--- src/rtl/text_video_gen.sv ---
// Character-cell text video generator: raster timing, cell/glyph prefetch,
// attribute and cursor shaping, registered and mutually aligned video outputs.
module text_video_gen #(
    parameter int   ROWS         = 24,
    parameter int   COLS         = 80,
    parameter int   ROW_BITS     = 5,
    parameter int   COL_BITS     = 7,
    parameter int   ADDR_BITS    = 11,
    parameter int   CHAR_H       = 16,
    parameter int   PIX_DIV      = 2,
    parameter int   H_VIS        = 640,
    parameter int   H_FP         = 16,
    parameter int   H_SYNC       = 96,
    parameter int   H_BP         = 48,
    parameter int   V_VIS        = 384,
    parameter int   V_FP         = 20,
    parameter int   V_SYNC       = 2,
    parameter int   V_BP         = 43,
    parameter logic HSYNC_POL    = 1'b0,
    parameter logic VSYNC_POL    = 1'b1,
    parameter int   BLINK_FRAMES = 32
) (
    input  logic                          clk,
    input  logic                          reset,
    input  logic [ADDR_BITS-1:0]          first_char,
    input  logic [COL_BITS-1:0]           cursor_x,
    input  logic [ROW_BITS-1:0]           cursor_y,
    input  logic [1:0]                    cursor_mode,
    output logic [ADDR_BITS-1:0]          cell_raddr,
    input  logic [15:0]                   cell_rdata,
    output logic [8+$clog2(CHAR_H)-1:0]   font_addr,
    input  logic [7:0]                    font_data,
    output logic                          hsync,
    output logic                          vsync,
    output logic                          hblank,
    output logic                          vblank,
    output logic                          video,
    output logic                          dim,
    output logic                          frame_start
);

    localparam int H_TOT  = H_VIS + H_FP + H_SYNC + H_BP;
    localparam int V_TOT  = V_VIS + V_FP + V_SYNC + V_BP;
    localparam int SL_W   = $clog2(CHAR_H);
    localparam int HC_W   = $clog2(H_TOT + 8);
    localparam int VC_W   = $clog2(V_TOT + 1);
    localparam int DIV_W  = (PIX_DIV > 1) ? $clog2(PIX_DIV) : 1;
    localparam int BC_W   = $clog2(BLINK_FRAMES + 1);

    localparam logic [HC_W-1:0]      H_TOT_C  = HC_W'(H_TOT);
    localparam logic [HC_W-1:0]      H_LAST   = HC_W'(H_TOT - 1);
    localparam logic [HC_W-1:0]      H_VIS_C  = HC_W'(H_VIS);
    localparam logic [HC_W-1:0]      HS_START = HC_W'(H_VIS + H_FP);
    localparam logic [HC_W-1:0]      HS_END   = HC_W'(H_VIS + H_FP + H_SYNC);
    localparam logic [VC_W-1:0]      V_LAST   = VC_W'(V_TOT - 1);
    localparam logic [VC_W-1:0]      V_VIS_C  = VC_W'(V_VIS);
    localparam logic [VC_W-1:0]      VS_START = VC_W'(V_VIS + V_FP);
    localparam logic [VC_W-1:0]      VS_END   = VC_W'(V_VIS + V_FP + V_SYNC);
    localparam logic [ADDR_BITS:0]   NCELLS   = (ADDR_BITS+1)'(ROWS * COLS);
    localparam logic [SL_W-1:0]      SL_LAST  = SL_W'(CHAR_H - 1);
    localparam logic [SL_W-1:0]      SL_ULINE = SL_W'(CHAR_H - 2);
    localparam logic [DIV_W-1:0]     DIV_LAST = DIV_W'(PIX_DIV - 1);
    localparam logic [BC_W-1:0]      BC_LAST  = BC_W'(BLINK_FRAMES - 1);

    logic [DIV_W-1:0]     div_cnt;
    logic                 pix_en;
    logic [HC_W-1:0]      hc;
    logic [VC_W-1:0]      vc;

    logic [ADDR_BITS-1:0] fc_r;
    logic [COL_BITS-1:0]  cx_r;
    logic [ROW_BITS-1:0]  cy_r;
    logic [1:0]           cm_r;
    logic                 phase;
    logic [BC_W-1:0]      blink_cnt;

    logic [HC_W-1:0]      fx_sum;
    logic [HC_W-1:0]      fx;
    logic [VC_W-1:0]      fv;
    logic                 fetch_vis;
    logic [2:0]           sub;
    logic [SL_W-1:0]      fsl;
    logic [ROW_BITS-1:0]  frow;
    logic [COL_BITS-1:0]  fcol;
    logic [ADDR_BITS-1:0] base;
    logic [ADDR_BITS:0]   addr_sum;
    logic [ADDR_BITS-1:0] fetch_addr;
    logic                 mode_inv;
    logic                 cursor_hit;

    logic                 ul_on;
    logic                 kill;
    logic                 inv;
    logic                 dim_next;
    logic [7:0]           glyph_next;
    logic [7:0]           cur_glyph;
    logic                 cur_dim;
    logic                 vis;

    logic                 unused_rdata;
    assign unused_rdata = ^cell_rdata[15:12];

    assign pix_en = (div_cnt == DIV_LAST);

    // Pixel clock divider: one pix_en every PIX_DIV clocks.
    always_ff @(posedge clk or posedge reset) begin
        if (reset) begin
            div_cnt <= {DIV_W{1'b0}};
        end else if (pix_en) begin
            div_cnt <= {DIV_W{1'b0}};
        end else begin
            div_cnt <= div_cnt + DIV_W'(1);
        end
    end

    // Raster position of the pixel presented at the next pix_en.
    always_ff @(posedge clk or posedge reset) begin
        if (reset) begin
            hc <= {HC_W{1'b0}};
            vc <= {VC_W{1'b0}};
        end else if (pix_en) begin
            if (hc == H_LAST) begin
                hc <= {HC_W{1'b0}};
                vc <= (vc == V_LAST) ? {VC_W{1'b0}} : vc + VC_W'(1);
            end else begin
                hc <= hc + HC_W'(1);
            end
        end
    end

    // Frame-level settings and blink phase, latched once per frame at the start of the
    // last (blank) line so the whole next frame, including its prefetch, sees one set.
    always_ff @(posedge clk or posedge reset) begin
        if (reset) begin
            fc_r      <= {ADDR_BITS{1'b0}};
            cx_r      <= {COL_BITS{1'b0}};
            cy_r      <= {ROW_BITS{1'b0}};
            cm_r      <= 2'b00;
            phase     <= 1'b0;
            blink_cnt <= {BC_W{1'b0}};
        end else if (pix_en && (hc == {HC_W{1'b0}}) && (vc == V_LAST)) begin
            fc_r <= first_char;
            cx_r <= cursor_x;
            cy_r <= cursor_y;
            cm_r <= cursor_mode;
            if (blink_cnt == BC_LAST) begin
                blink_cnt <= {BC_W{1'b0}};
                phase     <= ~phase;
            end else begin
                blink_cnt <= blink_cnt + BC_W'(1);
            end
        end
    end

    // Fetch position runs one cell (8 pixels) ahead of the displayed pixel, wrapping
    // into the next line so the first cell is fetched during the preceding blanking.
    always_comb begin
        fx_sum = hc + HC_W'(8);
        if (fx_sum >= H_TOT_C) begin
            fx = fx_sum - H_TOT_C;
            fv = (vc == V_LAST) ? {VC_W{1'b0}} : vc + VC_W'(1);
        end else begin
            fx = fx_sum;
            fv = vc;
        end
        fetch_vis = (fx < H_VIS_C) && (fv < V_VIS_C);
        sub       = fx[2:0];
        fsl       = fv[SL_W-1:0];
        frow      = ROW_BITS'(fv >> SL_W);
        fcol      = COL_BITS'(fx >> 3);
    end

    // Cell address with scroll offset, wrapping modulo the screen size.
    always_comb begin
        if ({1'b0, fc_r} >= NCELLS) begin
            base = {ADDR_BITS{1'b0}};
        end else begin
            base = fc_r;
        end
        addr_sum = {1'b0, base} + (ADDR_BITS+1)'(int'(frow) * COLS) + (ADDR_BITS+1)'(fcol);
        if (addr_sum >= NCELLS) begin
            fetch_addr = ADDR_BITS'(addr_sum - NCELLS);
        end else begin
            fetch_addr = ADDR_BITS'(addr_sum);
        end
    end

    // Cursor inversion for the cell being fetched; out-of-range cursors never match.
    always_comb begin
        cursor_hit = (fcol == cx_r) && (frow == cy_r);
        case (cm_r)
            2'b01:   mode_inv = 1'b1;
            2'b10:   mode_inv = phase;
            2'b11:   mode_inv = phase && (fsl >= SL_ULINE);
            default: mode_inv = 1'b0;
        endcase
    end

    // Prefetch pipeline: RAM address, then attributes + font address, then shaped glyph.
    always_ff @(posedge clk or posedge reset) begin
        if (reset) begin
            cell_raddr <= {ADDR_BITS{1'b0}};
            font_addr  <= {(8+SL_W){1'b0}};
            ul_on      <= 1'b0;
            kill       <= 1'b0;
            inv        <= 1'b0;
            dim_next   <= 1'b0;
            glyph_next <= 8'h00;
        end else if (pix_en && fetch_vis) begin
            case (sub)
                3'd0: cell_raddr <= fetch_addr;
                3'd2: begin
                    font_addr <= {cell_rdata[7:0], fsl};
                    ul_on     <= cell_rdata[9] && (fsl == SL_LAST);
                    kill      <= cell_rdata[10] && !phase;
                    inv       <= cell_rdata[8] ^ (cursor_hit && mode_inv);
                    dim_next  <= cell_rdata[11];
                end
                3'd4: glyph_next <= (kill ? 8'h00 : (font_data | {8{ul_on}})) ^ {8{inv}};
                default: ;
            endcase
        end
    end

    // Hand the prefetched cell to the display stage on the last pixel of the current cell.
    always_ff @(posedge clk or posedge reset) begin
        if (reset) begin
            cur_glyph <= 8'h00;
            cur_dim   <= 1'b0;
        end else if (pix_en && (sub == 3'd7)) begin
            cur_glyph <= glyph_next;
            cur_dim   <= dim_next;
        end
    end

    assign vis = (hc < H_VIS_C) && (vc < V_VIS_C);

    // Registered outputs for pixel (hc,vc), all updated on the same pix_en.
    always_ff @(posedge clk or posedge reset) begin
        if (reset) begin
            hsync       <= ~HSYNC_POL;
            vsync       <= ~VSYNC_POL;
            hblank      <= 1'b1;
            vblank      <= 1'b1;
            video       <= 1'b0;
            dim         <= 1'b0;
            frame_start <= 1'b0;
        end else begin
            frame_start <= pix_en && (hc == {HC_W{1'b0}}) && (vc == {VC_W{1'b0}});
            if (pix_en) begin
                hblank <= !(hc < H_VIS_C);
                vblank <= !(vc < V_VIS_C);
                hsync  <= ((hc >= HS_START) && (hc < HS_END)) ? HSYNC_POL : ~HSYNC_POL;
                vsync  <= ((vc >= VS_START) && (vc < VS_END)) ? VSYNC_POL : ~VSYNC_POL;
                video  <= vis && cur_glyph[3'd7 - hc[2:0]];
                dim    <= vis && cur_dim;
            end
        end
    end

endmodule
--- config.mk ---
export PLATFORM = sky130hd
export DESIGN_NAME = text_video_gen
export DESIGN_NICKNAME = d
export VERILOG_FILES = /design/src/rtl/text_video_gen.sv
export SDC_FILE = /design/constraint.sdc
export NUM_CORES = 1
export LEC_CHECK = 0
export ABC_AREA = 0
export BUFFER_PORTS_ARGS = -buffer_cell sky130_fd_sc_hd__buf_2
export CORE_MARGIN = 4
export CORE_UTILIZATION = 45
export CTS_BUF_LIST = sky130_fd_sc_hd__clkbuf_16
export CTS_CLUSTER_SIZE = 24
export DETAILED_ROUTE_END_ITERATION = 8
export MAX_ROUTING_LAYER = met4
export PLACE_DENSITY = 0.73
export SLEW_MARGIN = 20
export SYNTH_ARGS = -nofsm -noshare
export SYNTH_HDL_FRONTEND = slang
export SYNTH_SLANG_ARGS = --single-unit
--- constraint.sdc ---
create_clock -name clk -period 7.5 [get_ports clk]
set_input_delay 0.375 -clock clk [delete_from_list [all_inputs] [get_ports clk]]
set_output_delay 0.375 -clock clk [all_outputs]
set_load 0.05 [all_outputs]
# == Yosys cells after proc, flatten, opt, wreduce, memory -nomap -nowiden ==
# Index checks and enable logic that the tools add are counted.
# op_classes
mul,1
order_cmp,13
bitwise_logic,4
reduce_logical,27
add_sub_neg,10
n_mux,14
n_eq_ne,12
# ops
op,count
$lt A10 B10 Y1 const B,3
$lt A9 B9 Y1 const B,3
$mux W11,2
$ge A10 B10 Y1 const B,2
$mux W10,2
$mux W9,2
$logic_and A1 B1 Y1,16
$add A11 B12 Y12,1
$add A12 B7 Y12,1
$ge A12 B11 Y1 const B,1
$ge A11 B11 Y1 const B,1
$sub A11 B11 Y11 const B,1
$add A10 B1 Y10 const B,1
$add A10 B4 Y10 const B,1
$eq A10 B10 Y1 const B,1
$logic_not A10 Y1,1
$reduce_and A2 Y1,5
$sub A10 B10 Y10 const B,1
$add A9 B1 Y9 const B,1
$eq A9 B9 Y1 const B,1
$ge A9 B9 Y1 const B,1
$logic_not A9 Y1,1
$mul A5 B3 Y8 const B,1
$mux W8,1
23 further kinds,30
# word_totals
out_inout_bits,30
elab_cells,106
reg_bits,103
inputBits,51

# == Longest topological paths before layout ==
# Gate-level depths: netlist of run 1.
# logic_depth
depth_word,8
mapped_depth,26
ltp_nobuf,23

# == Worst setup path before layout of run 1 ==
# Ideal clock, no wire load.
# synth_timing
path_kind,register to register
startpoint,reg hc[4]
endpoint,reg cell_raddr[9]
n_path_buf,2
path_slack_ns,2.419
path_stages_with_launch,24
synth_period_minus_slack_ns,5.081
t_arrival_ns,4.994
setup_time_ns,0.087
t_required_ns,7.413
cell_sequence,dfrtp_1 ha_1 buf_1 xor2_1 ha_1 a32oi_2 a32oi_2 clkbuf_1 a21oi_1 a31oi_1 ha_1 ha_1 a21o_1 a21oi_1 xnor2_1 ha_1 ha_1 and2_1 a31oi_1 o21ai_0 nor2_1 nor3_2 nand4b_1 o211ai_1
# synth_via
elab_chain_len,8
# synth_rtl
element,line_no,source
from (decl),67,logic [HC_W-1:0] hc;
from (signal assigned),119,hc <= {HC_W{1'b0}};
from (signal assigned),123,hc <= {HC_W{1'b0}};
from (signal assigned),126,hc <= hc + HC_W'(1);
$add A10 B4 Y10 (*),158,fx_sum = hc + HC_W'(8);
$ge A10 B10 Y1,159,if (fx_sum >= H_TOT_C) begin
$mux W9,159,
$mul A5 B3 Y8,180,"addr_sum = {1'b0, base} + (ADDR_BITS+1)'(int'(frow) * COLS) + (ADDR_BITS+1)'(fcol);"
$add A11 B12 Y12,180,
$add A12 B7 Y12,180,
$sub A11 B11 Y11 or $ge A12 B11 Y1 (tied branches),"182, 181",
$mux W11,181,if (addr_sum >= NCELLS) begin
to (signal assigned),202,cell_raddr <= {ADDR_BITS{1'b0}};
to (signal assigned),211,3'd0: cell_raddr <= fetch_addr;
to (decl),29,"output logic [ADDR_BITS-1:0] cell_raddr,"
# Mark *: on every way between the ends. The rest lies on a longest branch, timed or not.
# A chain may end at the register's enable or synchronous reset.

# == Worst setup path after layout of run 1 ==
# Ends and elaborated chain as after synthesis.

==> summary.txt, run 1 <==
Status: complete, no violations
First-pass GRT wire length: 25200 µm
Die area: 16700 µm²
Post-Synth Simple-Gate Area: 0.200
Synth Flop Type: dfrtp_1
Reg area: 2580 µm²
# fillers: 1344
Antenna cells: 0
Residual DRC: 0
Pre-antenna DRT Iters: 5
Worst-path maximum fanout: 17
Post-Syn Area: 6630 µm²
Multi-input gate area: 3720 µm²
Fmax: 0.165 GHz
IO Pins: 81
Yosys Warn Count: 0
Die width: 129 µm
Via count of the routed design: 5298
Crit path launch type: flop
Hold buffer count at cts: 0
Nets: 869
Netlist cell types: 73
Clk_lat worst skew: 0.36 ns
Fraction of registers with async set/reset: 1.00
Inserted Clock Buffers: 9
GR Overflow Total: 0
Final Max Tran Viols: 0
Post-CTS Setup Bufs: 0
Placer Congestion: 0.891
Layout cells sized above 1: 0.178
Pin count of the biggest net entering global routing: 56
Worst slew pin tran: 0.951 ns
Area contributors post-synth: dfrtp_1, ha_1, nand2_1
Resized Gates After CTS: 0
Static Leak: 3.43 nW
Relative slew slack: 0.366
CP peak stage delay: 0.77 ns
Max-cap viol count: 0
FP Rows: 44
CP arrival: 6.35 ns
Largest family of logic cells by synthesized area: simple AND/OR/NAND/NOR gates
FF-to-FF setup slack: 1.43 ns
Worst EP required: 7.77 ns
Mux contribution to synthesized area: 0.0634
Avg Inst Size Synth: 9.13 µm²
Post-DR vias/cell: 5.48
Starting Density: 0.458
Cell mode on critical path: ha_1
RSZ-0062 raised after global routing: false
Initial antenna violation count: 0
R2R Path Start: hc[4]
Fin crit share: 0.810
CTS tree: built
Reg2reg path depth: 21
Hold/Removal Path Class: primary input to asynchronous set/reset pin
P&R area growth vs syn: 10.7%
Post-synthesis sequential area ratio: 0.389
CTS root buf: clkbuf_16
TNS Setup: 0 ns
Clock Tree Buf Depth: 2
Final setup viols: 0
Syn_nets: 818
Core box area: 14500 µm²
Sink Count: 103
Final hold viol count: 0
Top-count cell post-synth: nand2_1
PortBufs: 76
RR Endpoint: cell_raddr[9]
Adder-cell share of the synthesized area: 0.0831
DRT Wirelength: 14800 µm
Crit Path Category: flop to flop
Placed wire-length estimate: 10800 µm
Most frequent cells after synthesis: nand2_1, dfrtp_1, nor2_1
Routed wire per std cell: 15.3 µm
CP cell instances: ha_1, xor2_1, ha_1, a32oi_2, a32oi_2, a21oi_1, nor2_1, ha_1, ha_1, a21o_1, a21oi_1, xnor2_1, ha_1, ha_1, and2_1, a31oi_1, o21ai_0, nor2_1, nor3_2, nand4b_1, o211ai_1
Post-Synth XOR/XNOR Area: 0.0661
Power Density: 146 nW/µm²
Syn Inst Count: 726
Finished Layout Cells: 966
CTS clk-pin slew, worst paths: 0.07 ns
Post-synth EDFFs: 0
Worst-case clock skew: 0.00851 ns
Routed Antenna Nets: 0
Vias in the first global route: 5116
DR iter-0 viols: 318
Top-area cell type share of the netlist area: 0.378
Flops & latches, synth: 103
Yosys top cell by area: dfrtp_1
Gr usage total: 0.193
Placed Cells: 950
CTS H-tree depth: 3
CP endpoint kind: flop
Worst vdd ir: 0.000134 V
Compound-cell area share of the yosys netlist: 0.148
Vert. Die Dim: 129 µm
Minimum clock period: 6.07 ns
CP max-delay cell: a32oi_2
-- routing by layer --
layer | routed length, µm | track usage | vias up
li1 | - | - | 2646
met1 | 7310 | 0.268 | 2495
met2 | 6350 | 0.285 | 138
met3 | 846 | 0.0453 | 19
met4 | 239 | 0.0506 | 0
met5 | 0 | - | -
-- critical path, delay by kind of cell (launching register included) --
family	cells	cell delay, ns
AO/OA/AOI/OAI	8	1.94
XOR/XNOR	2	0.45
adder cells (fa/ha/maj)	6	1.99
flip-flops	1	0.60
AND/OR/NAND/NOR	5	0.99
-- final cells by class --
| type | count | share of cell area |
|---|---|---|
| Multi-Input combinational cell | 548 | 0.506 |
| Sequential cell | 103 | 0.352 |
| Timing Repair Buffer | 80 | 0.0559 |
| Tap cell | 184 | 0.0314 |
| Clock buffer | 9 | 0.0307 |
| Inverter | 35 | 0.0182 |
| Clock inverter | 7 | 0.00563 |
-- registers in the layout, summed over array words and instances, names as in the netlist, 2 cells and up --
register and flops:
blink_cnt 6, vc 9, fc_r 11, cx_r 7
cell_raddr 11, cur_glyph 8, glyph_next 8, cm_r 2
font_addr 12, hc 10, cy_r 5
-- worst max path at each step --
stage | to | slack, ns | from | cells past startpoint
after detailed placement | cell_raddr[9] | 1.51 | hc[4] | 21
final | cell_raddr[9] | 1.43 | hc[4] | 21
after floorplan | cell_raddr[9] | 2.42 | hc[4] | 23
after CTS | cell_raddr[9] | 1.46 | hc[4] | 21
after global routing | cell_raddr[9] | 0.90 | hc[4] | 21
after global placement | cell_raddr[9] | 1.63 | hc[4] | 21
-- per-stage QoR --
step                 util  cell area (µm²)  setup slack (ns)  hold slack (ns)  total power, mW
floorplan               -             6630              2.42            0.430            0.624
global route        0.507             7340             0.898            0.136             1.11
detailed placement  0.489             7070              1.51            0.448            0.647
finish              0.507             7340              1.43           0.0881             1.07
CTS                 0.507             7340              1.46            0.106             1.08
global placement    0.489             7070              1.63            0.442            0.646
-- placed cells by master, fill, tap and decap left out, types with 11 or more instances in the layout --
| master | n |
|---|---|
| a21oi_1 | 36 |
| and2_1 | 13 |
| buf_2 | 76 |
| dfrtp_1 | 100 |
| ha_1 | 36 |
| inv_1 | 34 |
| mux2_2 | 20 |
| nand2_1 | 114 |
| nand3_1 | 20 |
| nand4_1 | 12 |
| nor2_1 | 66 |
| nor3_1 | 12 |
| o211ai_1 | 11 |
| o21ai_0 | 31 |
| xnor2_1 | 31 |
| xor2_1 | 19 |
-- where the power goes --
group / internal [mW] / total [mW] / switching (mW)
logic: 0.0250 / 0.0595 / 0.0345
registers: 0.568 / 0.576 / 0.00773
clock network: 0.222 / 0.433 / 0.211
total: 0.815 / 1.07 / 0.253
-- cell families (layout without fill, tap and decap cells) --
kind of cell	Yosys count	after routing
and+or+nand+nor	278	278
AOI/OAI and AO/OA	145	145
DFF	103	103
buffers and inverters	75	131
xor gates and xnor gates	50	50
adders and majority gates	41	41
muxes	34	34
Note: power is estimated with default switching activity, not from simulation.
==> inputs of run 2 (changes only) <==
==> constraint.sdc (replaced) <==
create_clock -name clk -period 6.1 [get_ports clk]
set_input_delay 0.305 -clock clk [delete_from_list [all_inputs] [get_ports clk]]
set_output_delay 0.305 -clock clk [all_outputs]
set_load 0.05 [all_outputs]
==> run 2 against run 1 <==
Compared with the run above:
- flip-flop and latch count did not move
- first-iteration DRC count is 16% lower
- final cell count increased by 0.52%
- non-clock buffer count up 5
- highest routed layer unchanged
- critical endpoint unchanged
- critical path depth unchanged
- largest cell class unchanged
==> summary.txt, run 2 (same netlist as run 1, synthesis figures left out) <==
CTS root buf: clkbuf_16
Pre-antenna DRT Iters: 5 (unchanged)
Routed wire per std cell: 15.3 µm (about the same)
Status: complete, no violations
Fin crit share: 0.916 (+0.106)
DR iter-0 viols: 267 (-16%)
Inserted Clock Buffers: 9 (unchanged)
Crit path buf inv count: 0 (unchanged)
Relative slew slack: 0.402 (+0.0354)
Worst-path maximum fanout: 13 (-4)
Finished Layout Cells: 971 (+0.52%)
Clk_lat worst skew: 0.35 ns (about the same)
Placed Cells: 954 (+0.42%)
Max-cap viol count: 0 (unchanged)
CP max-delay cell: dfrtp_1
CP cell instances: ha_1, xor2_1, ha_1, a32oi_2, a32oi_2, a21oi_1, nor2_1, ha_1, ha_1, a21o_1, a21oi_1, xnor2_1, ha_1, ha_1, and2_1, a31oi_1, o21ai_0, nor2_1, nor3_2, nand4b_1, o211ai_1
Core box area: 14500 µm² (unchanged)
R2R Path Start: hc[4]
FF-to-FF setup slack: 0.51 ns (-0.91 ns)
Final Max Tran Viols: 0 (unchanged)
Clk network pwr share: 0.419 (+0.014)
Worst EP required: 6.37 ns (-1.40 ns)
Sink Count: 103 (unchanged)
CP arrival: 5.86 ns (-0.49 ns)
IO Pins: 81 (unchanged)
Post-DR vias/cell: 5.44 (-0.74%)
Placer Congestion: 0.869 (-2.4%)
Hold/Removal Path Class: primary input to flop
Hold Path Depth: 3
GR Overflow Total: 0 (unchanged)
DRT Wirelength: 14800 µm (+0.46%)
Reg2reg path depth: 21 (unchanged)
Layout cells sized above 1: 0.182 (+0.00395)
Starting Density: 0.458 (unchanged)
Post-placement cell area: 7100 µm² (+0.42%)
Vert. Die Dim: 129 µm (unchanged)
Resized Gates After CTS: 0 (unchanged)
CTS clk-pin slew, worst paths: 0.07 ns (about the same)
Clock Tree Buf Depth: 2 (unchanged)
Final instance area: 7400 µm² (+0.89%)
Sw frac: 0.225 (-0.0119)
Final setup viols: 0 (unchanged)
Crit Path Category: flop to flop
Antenna cells: 0 (unchanged)
Via count of the routed design: 5286 (-0.23%)
CP peak stage delay: 0.60 ns (-0.17 ns)
Die width: 129 µm (unchanged)
RR Endpoint: cell_raddr[9]
Vias in the first global route: 5166 (+0.98%)
P&R area growth vs syn: 11.7%
Final hold viol count: 0 (unchanged)
CTS tree: built
Int Power: 1.04 mW (+28%)
Setup slack after layout: 0.513 ns (-0.914 ns)
TNS Setup: 0 ns (unchanged)
Crit path launch type: flop
Largest register by flop count: font_addr
Worst vdd ir: 0.000188 V (+40%)
Top Registers: font_addr (12), cell_raddr (11), fc_r (11)
Power Density: 182 nW/µm² (+25%)
Worst hold slack: 0.147 ns (+0.0588 ns)
Place WS: 0.547 ns (-0.966 ns)
RSZ-0062 raised after global routing: false
Gate power share: 0.055 (about the same)
Fmax: 0.179 GHz (+8.7%)
Pin count of the biggest net entering global routing: 81 (+45%)
Static Leak: 3.46 nW (+0.91%)
CP endpoint kind: flop
Initial antenna violation count: 0 (unchanged)
Commonest cells after routing, fill and taps aside: nand2_1, dfrtp_1, buf_2
Cell mode on critical path: ha_1
Placed wire-length estimate: 10900 µm (+0.88%)
Minimum clock period: 5.59 ns (-0.486 ns)
Die area: 16700 µm² (unchanged)
Worst slew pin tran: 0.893 ns (-0.0580 ns)
Routed Antenna Nets: 0 (unchanged)
Reg power frac: 0.526 (-0.013)
Residual DRC: 0 (unchanged)
FP Rows: 44 (unchanged)
Cell family with most CP delay: adder cells
Commonest non-fill, non-tap cell in the layout: nand2_1
CTS H-tree depth: 3 (unchanged)
Max FFs per register: 12 (unchanged)
PortBufs: 76 (unchanged)
Gr usage total: 0.192 (-0.000687)
Hold Path End: fc_r[9]
First-pass GRT wire length: 24900 µm (-1.2%)
Switching power: 303 µW (+20%)
Nets: 874 (+0.58%)
Worst-case clock skew: 0.00633 ns (-0.00218 ns)
Hold_sp: first_char[9]
run 2: power by group through the flow:
stage | combinational (mW) | clock (mW) | sequential, mW
after CTS | 0.0755 | 0.582 | 0.709
after global placement | 0.0732 | 0 | 0.721
final | 0.0739 | 0.565 | 0.709
after detailed placement | 0.0747 | 0 | 0.722
after floorplan | 0.0362 | 0 | 0.731
after global routing | 0.0830 | 0.611 | 0.710
run 2: worst max-delay path by stage:
stage / from / end / slack [ns] / cells after the start
after floorplan: hc[4] / cell_raddr[9] / 1.02 / 23
after global placement: hc[4] / cell_raddr[9] / 0.65 / 21
after detailed placement: hc[4] / cell_raddr[8] / 0.55 / 21
after CTS: hc[4] / cell_raddr[9] / 0.51 / 21
after global routing: hc[4] / cell_raddr[8] / 0.01 / 21
final: hc[4] / cell_raddr[9] / 0.51 / 21
run 2: final cells by class:
| type | instances | area, µm² |
|---|---|---|
| Inverter | 35 | 134 |
| Sequential cell | 103 | 2580 |
| Tap cell | 184 | 230 |
| Timing Repair Buffer | 85 | 454 |
| Clock buffer | 9 | 225 |
| Clock inverter | 7 | 62.6 |
| Fill cell | 1382 | 7070 |
| Multi-Input combinational cell | 548 | 3720 |
run 2: worst reg2reg max path, delay by kind of cell (launching register included):
family | cells | cell delay, ns
compound gates | 8 | 1.66
flops | 1 | 0.60
simple gates | 5 | 0.95
xor+xnor | 2 | 0.45
fa+ha+maj | 6 | 1.85
run 2: what timing repair did:
item	4_1_cts	5_1_grt
endpoints found under the hold margin	23	0
setup buffers	0	0
hold buffers	1	0
run 2: metal layers:
metal / track usage / vias up / wire [µm]
met5: - / - / 0
met4: 0.0611 / 0 / 246
met3: 0.0400 / 17 / 860
met2: 0.290 / 152 / 6530
met1: 0.262 / 2458 / 7190
li1: - / 2659 / -
run 2: metrics by stage:
step | power, mW | utilization
global route | 1.40 | 0.511
detailed placement | 0.796 | 0.491
global placement | 0.794 | 0.491
finish | 1.35 | 0.511
CTS | 1.37 | 0.511
floorplan | 0.767 | -
